===== src/rtl/median_pkg.sv =====
`default_nettype none
// ============================================================================
// Module   : median_pkg
// Brief    : Shared constants for the median actor pipeline stages.
// Revision : 1.0 - initial release
// ============================================================================
package median_pkg;

  localparam int BUFF_SIZE_DEF     = 1024;
  localparam int BUFF_SIZE_BIT_DEF = $clog2(BUFF_SIZE_DEF) + 1;

  localparam logic [1:0] CLS_LOW  = 2'b00;
  localparam logic [1:0] CLS_EQ   = 2'b01;
  localparam logic [1:0] CLS_LARG = 2'b11;

  localparam logic [1:0] ST_IDLE = 2'd0;
  localparam logic [1:0] ST_RUN  = 2'd1;
  localparam logic [1:0] ST_DONE = 2'd2;

  localparam logic [7:0] RST_PIVOT         = 8'd127;
  localparam logic [7:0] RST_SECOND_MEDIAN = 8'd127;
  localparam logic [8:0] INIT_MAX          = 9'd0;
  localparam logic [8:0] INIT_MIN          = 9'd255;

  function automatic logic [1:0] classify(input logic [7:0] value, input logic [7:0] pivot);
    if (value < pivot)
      return CLS_LOW;
    else if (value == pivot)
      return CLS_EQ;
    else
      return CLS_LARG;
  endfunction

endpackage
`default_nettype wire


===== src/rtl/partition_stats_minmax.sv =====
`default_nettype none
// ============================================================================
// Module   : minmax_tracker
// Brief    : Running min/max of an 8-bit stream, zero-extended to 9 bits.
// Revision : 1.0 - initial release
// ============================================================================
module minmax_tracker
  import median_pkg::*;
(
  input  logic       clk,
  input  logic       rst,
  input  logic       i_clear,
  input  logic       i_en,
  input  logic [7:0] i_value,
  output logic [8:0] o_max,
  output logic [8:0] o_min
);

  logic [8:0] r_max;
  logic [8:0] r_min;
  logic [8:0] w_value;

  assign w_value = {1'b0, i_value};

  always_ff @(posedge clk) begin
    if (rst || i_clear) begin
      r_max <= INIT_MAX;
      r_min <= INIT_MIN;
    end else if (i_en) begin
      if (w_value > r_max) r_max <= w_value;
      if (w_value < r_min) r_min <= w_value;
    end
  end

  assign o_max = r_max;
  assign o_min = r_min;

endmodule
`default_nettype wire


===== src/rtl/partition_stats.sv =====
`default_nettype none
// ============================================================================
// Module   : partition_stats
// Brief    : Classifies a buffer of samples against a pivot, counts partitions
//            and tracks lower/larger extremes for the next-pivot stage.
// Revision : 1.0 - initial release
// ============================================================================
module partition_stats
  import median_pkg::*;
#(
  parameter int BUFF_SIZE     = BUFF_SIZE_DEF,
  parameter int BUFF_SIZE_BIT = $clog2(BUFF_SIZE) + 1
) (
  input  logic                     clk,
  input  logic                     rst,
  input  logic                     start,
  input  logic [7:0]               in_pivot,
  input  logic [BUFF_SIZE_BIT-1:0] in_buff_size,
  input  logic [BUFF_SIZE_BIT-1:0] in_median_pos,
  input  logic [7:0]               in_second_median_value,
  input  logic [7:0]               in_data,
  input  logic                     in_valid,
  output logic                     in_ready,
  output logic [7:0]               out_data,
  output logic [1:0]               out_class,
  output logic                     out_valid,
  output logic                     busy,
  output logic                     up_next,
  output logic [BUFF_SIZE_BIT-1:0] lower_size,
  output logic [BUFF_SIZE_BIT-1:0] equal_size,
  output logic [BUFF_SIZE_BIT-1:0] larger_size,
  output logic [8:0]               max_lower,
  output logic [8:0]               min_lower,
  output logic [8:0]               max_larger,
  output logic [8:0]               min_larger,
  output logic [8:0]               in_pivot_samp,
  output logic [BUFF_SIZE_BIT-1:0] in_buff_size_samp,
  output logic [BUFF_SIZE_BIT-1:0] in_median_pos_samp,
  output logic [8:0]               in_second_median_value_samp
);

  localparam logic [BUFF_SIZE_BIT-1:0] SIZE_MAX = BUFF_SIZE_BIT'(BUFF_SIZE);
  localparam logic [BUFF_SIZE_BIT-1:0] SIZE_MID = BUFF_SIZE_BIT'(BUFF_SIZE / 2);
  localparam logic [BUFF_SIZE_BIT-1:0] ONE      = BUFF_SIZE_BIT'(1);

  logic [1:0]               r_state;
  logic [7:0]               r_pivot;
  logic [7:0]               r_second;
  logic [BUFF_SIZE_BIT-1:0] r_buff_size;
  logic [BUFF_SIZE_BIT-1:0] r_median_pos;
  logic [BUFF_SIZE_BIT-1:0] r_lower;
  logic [BUFF_SIZE_BIT-1:0] r_equal;
  logic [BUFF_SIZE_BIT-1:0] r_larger;
  logic [7:0]               r_out_data;
  logic [1:0]               r_out_class;
  logic                     r_out_valid;

  logic                     w_start;
  logic                     w_xfer;
  logic [1:0]               w_cls;
  logic [BUFF_SIZE_BIT-1:0] w_total_next;
  logic [BUFF_SIZE_BIT-1:0] w_size_sat;

  assign w_start      = (r_state == ST_IDLE) && start;
  assign w_xfer       = (r_state == ST_RUN) && in_valid;
  assign w_cls        = classify(in_data, r_pivot);
  assign w_total_next = r_lower + r_equal + r_larger + ONE;
  assign w_size_sat   = (in_buff_size > SIZE_MAX) ? SIZE_MAX : in_buff_size;

  always_ff @(posedge clk) begin
    if (rst) begin
      r_state      <= ST_IDLE;
      r_pivot      <= RST_PIVOT;
      r_second     <= RST_SECOND_MEDIAN;
      r_buff_size  <= SIZE_MAX;
      r_median_pos <= SIZE_MID;
      r_lower      <= '0;
      r_equal      <= '0;
      r_larger     <= '0;
      r_out_data   <= '0;
      r_out_class  <= CLS_LOW;
      r_out_valid  <= 1'b0;
    end else begin
      r_out_valid <= w_xfer;
      if (w_xfer) begin
        r_out_data  <= in_data;
        r_out_class <= w_cls;
      end
      case (r_state)
        ST_IDLE: begin
          if (start) begin
            r_pivot      <= in_pivot;
            r_second     <= in_second_median_value;
            r_buff_size  <= w_size_sat;
            r_median_pos <= in_median_pos;
            r_lower      <= '0;
            r_equal      <= '0;
            r_larger     <= '0;
            r_state      <= (in_buff_size == '0) ? ST_DONE : ST_RUN;
          end
        end
        ST_RUN: begin
          if (w_xfer) begin
            case (w_cls)
              CLS_LOW: r_lower  <= r_lower + ONE;
              CLS_EQ:  r_equal  <= r_equal + ONE;
              default: r_larger <= r_larger + ONE;
            endcase
            // The last sample lands in the same cycle as up_next via out_valid.
            if (w_total_next == r_buff_size) r_state <= ST_DONE;
          end
        end
        ST_DONE: r_state <= ST_IDLE;
        default: r_state <= ST_IDLE;
      endcase
    end
  end

  minmax_tracker u_lower (
    .clk     (clk),
    .rst     (rst),
    .i_clear (w_start),
    .i_en    (w_xfer && (w_cls == CLS_LOW)),
    .i_value (in_data),
    .o_max   (max_lower),
    .o_min   (min_lower)
  );

  minmax_tracker u_larger (
    .clk     (clk),
    .rst     (rst),
    .i_clear (w_start),
    .i_en    (w_xfer && (w_cls == CLS_LARG)),
    .i_value (in_data),
    .o_max   (max_larger),
    .o_min   (min_larger)
  );

  assign in_ready                    = (r_state == ST_RUN);
  assign busy                        = (r_state != ST_IDLE);
  assign up_next                     = (r_state == ST_DONE);
  assign out_data                    = r_out_data;
  assign out_class                   = r_out_class;
  assign out_valid                   = r_out_valid;
  assign lower_size                  = r_lower;
  assign equal_size                  = r_equal;
  assign larger_size                 = r_larger;
  assign in_pivot_samp               = {1'b0, r_pivot};
  assign in_buff_size_samp           = r_buff_size;
  assign in_median_pos_samp          = r_median_pos;
  assign in_second_median_value_samp = {1'b0, r_second};

endmodule
`default_nettype wire


===== config.mk =====
export PLATFORM = sky130hd
export DESIGN_NAME = partition_stats
export DESIGN_NICKNAME = d
export VERILOG_FILES = /design/src/rtl/median_pkg.sv /design/src/rtl/partition_stats_minmax.sv /design/src/rtl/partition_stats.sv
export SDC_FILE = /design/constraint.sdc
export NUM_CORES = 1
export LEC_CHECK = 0
export CORE_MARGIN = 3
export CORE_UTILIZATION = 40
export DETAILED_ROUTE_END_ITERATION = 6
export GPL_TIMING_DRIVEN = 0
export PLACE_DENSITY = 0.74
export SETUP_SLACK_MARGIN = 0.2
export SYNTH_ARGS = -nofsm -noshare
export SYNTH_HDL_FRONTEND = slang
export SYNTH_SLANG_ARGS = --single-unit

===== constraint.sdc =====
create_clock -name clk -period 3.42 [get_ports clk]
set_input_delay 0.513 -clock clk [delete_from_list [all_inputs] [get_ports clk]]
set_output_delay 0.513 -clock clk [all_outputs]
set_load 0.03 [all_outputs]

==> flow_metrics.tcl <==
set metrics [dict create \
    dr.pass1.iters 5 \
    min_path_cells 2 \
    cts_tree "built" \
    min_from "in_median_pos_samp[10]" \
    cp_top_family "adder cells" \
    clock-root-buffer "clkbuf_16" \
    critPathBufInv 0 \
    drv_cap 0 \
    status "finished clean" \
    path_clk_slew_ns 0.05 \
    grt.total_usage_pct 21.6 \
    antenna_cells 0 \
    die_w_um 132 \
    io_pins 173 \
    timing.rr.end "r_state[0]" \
    synth_area_leaders "dfxtp_1, ha_1, nand2_1" \
    start_kind "flop" \
    worstPathRequired_ns 3.72 \
    fp.dieArea_um2 17300 \
    synth_common_cells "dfxtp_1, nand2_1, ha_1, nor2_1, inv_1" \
    cts_max_path_buffers 2 \
    whs_endpoint "in_median_pos_samp[10]" \
    viasPerCell 5.18 \
    grt_pass1_vias 5773 \
    routed_wl_mm 18.6 \
    arrival_ns 3.32 \
    num-fill-cells 1412 \
    grt_max_degree 17 \
    yosysMostFrequentCell "dfxtp_1" \
    regToRegSetupSlack_ns 0.39 \
    yosys_warnings 0 \
    tightest_slew_ns 0.754 \
    p_leak_nw 3.66 \
    num_vias 5965 \
    grt_overflow_total 0 \
    clock_sinks 116 \
    rr_worst_depth 9 \
    synth-main-ff-cell "dfxtp_1" \
    ctsHoldBuffers 0 \
    first_iter_violations 434 \
    num_rows 45 \
    slowest_stage "or4_1" \
    htree_levels 4 \
    synth-seq-cells 116 \
    crit_top_cell "fa_1" \
    setup_tns_ns 0 \
    crit_cells 9 \
    synth_top_area_share_pct 36.9 \
    drc 0 \
    syn_area_um2 6300 \
    dieHeight_um 132 \
    timing.final.crit_share_pct 88.5 \
    synth-edff-count 0 \
    hold_viol_final 0 \
    nets 1040 \
    slowest_delay_ns 0.51 \
    synthCells 739 \
    cts_made_buffers 17 \
    slew_headroom_pct 49.4 \
    yosysSeqAreaShare_pct 36.9 \
    worstSkewPairLatency_ns 0.43 \
    avgSynthCellArea_um2 8.53 \
    antenna_left 0 \
    dp_hpwl_mm 14.2 \
    rsz0062_at_grt "false" \
    hold_class "flop to flop" \
    peakVddDrop_mv 0.348 \
    setup_viol 0 \
    io_buffer_count 165 \
    place.gp.congestion 0.855 \
    cp_max_fo 6 \
    path_class "flop to flop" \
    start_util_pct 41.1 \
    reg2reg_from "lower_size[1]" \
    grt_pass1_wl_mm 29.9 \
    final_cell_area_um2 8900 \
    fp.coreArea_um2 15300 \
    power_per_cell_area_nw_per_um2 443 \
    fmax_ghz 0.330 \
    synthArstFlopShare_pct 0 \
    wl_per_cell_um 16.1 \
    fin_crit_ns 3.03 \
    maxSlewViolCount 0 \
    clock_skew_ns 0.00798 \
    yosysTopAreaCell "dfxtp_1" \
    crit_chain "fa_1 -> fa_1 -> xor2_1 -> xnor2_1 -> o21ai_0 -> or4_1 -> nor4_2 -> a21o_1 -> a21oi_1" \
    ys_types 62 \
    antenna_found_initial 0 \
    end_kind "flop" \
    dpl_cell_area_um2 8240 \
    drive_gt1_share_pct 6.27 \
    syn2layout_area_growth_pct 41.2 \
]
layout make-up:
cell class / count / area [um^2] / area share, %
Clock buffer: 23 / 478 / 5.37
Multi-Input combinational cell: 540 / 3650 / 41.0
Inverter: 47 / 176 / 1.98
Clock inverter: 9 / 150 / 1.69
Timing Repair Buffer: 165 / 1660 / 18.6
Tap cell: 211 / 264 / 2.97
Buffer: 41 / 201 / 2.26
Sequential cell: 116 / 2320 / 26.1
through the flow:
| step | hold slack [ns] | total power [mW] | worst slack (ns) | util [%] | std cells |
|---|---|---|---|---|---|
| global placement | 0.441 | 2.06 | -0.453 | 53.8 | 1120 |
| global route | 0.473 | 4.08 | 0.201 | 58.1 | 1152 |
| CTS | 0.453 | 3.96 | 0.224 | 58.0 | 1152 |
| detailed placement | 0.447 | 2.07 | -0.440 | 53.8 | 1120 |
| floorplan | 0.584 | 1.81 | 0.397 | - | 744 |
| finish | 0.452 | 3.94 | 0.392 | 58.1 | 1152 |
what timing repair did:
action                     4_1_cts  5_1_grt
gates resized for setup          2        6
setup endpoints to repair       24       41
buffers inserted                 0        0
worst max-delay path by stage:
stage | startpoint | end
3_3_place_gp | in_data[5] | u_lower.o_min[6]
6_report | lower_size[1] | r_state[0]
3_5_place_dp | in_data[1] | u_lower.o_min[6]
5_1_grt | in_data[4] | u_lower.o_max[0]
2_1_floorplan | equal_size[6] | r_state[0]
4_1_cts | equal_size[6] | r_state[0]
registers in the layout (all words and copies together) (netlist names):
signal,cells
equal_size,11
in_buff_size_samp,11
in_median_pos_samp,11
larger_size,11
lower_size,11
out_data,8
r_pivot,8
r_second,8
u_larger.o_max,8
u_larger.o_min,8
u_lower.o_max,8
u_lower.o_min,8
out_class,2
r_state,2
out_valid,1
metal layers:
metal	up-vias	wire length (um)	track usage [%]	share of wire [%]
li1	2958	-	-	-
met1	2773	8100	26.6	44
met2	207	8570	34.2	46
met3	27	1500	7.77	8.1
met4	0	398	8.81	2.1
met5	-	0	0	0
logic make-up after synthesis:
kind of cell    share of synthesized area, %
simple gates                            21.7
compound gates                          15.3
flops                                   36.9
buf+inv                                 6.00
fa+ha+maj                               13.5
xor+xnor                                5.84
mux                                    0.814
other cells                           0.0595
power breakdown:
group	internal [mW]	switching [mW]
combinational	0.247	0.365
clock	1.27	0.620
sequential	1.40	0.0356
worst register-to-register path: cells and delay by family (launching register included):
| family | cells | cell delay, ns |
|---|---|---|
| compound gates | 3 | 0.29 |
| xor+xnor | 2 | 0.38 |
| fa+ha+maj | 2 | 0.99 |
| flops | 1 | 0.49 |
| simple gates | 2 | 0.75 |
cell usage in the layout (no fill, tap or decap), types with 15 or more instances in the layout:
| cell type | count |
|---|---|
| clkbuf_1 | 31 |
| nand4_1 | 15 |
| xnor2_1 | 28 |
| ha_1 | 52 |
| nand2_1 | 98 |
| nor3_1 | 25 |
| nand3_1 | 25 |
| inv_1 | 46 |
| a21oi_1 | 42 |
| clkbuf_16 | 17 |
| a31oi_1 | 15 |
| nor2_1 | 52 |
| clkdlybuf4s50_1 | 163 |
| dfxtp_1 | 116 |
| o21ai_0 | 32 |
Power figures use the tool's default switching activity.
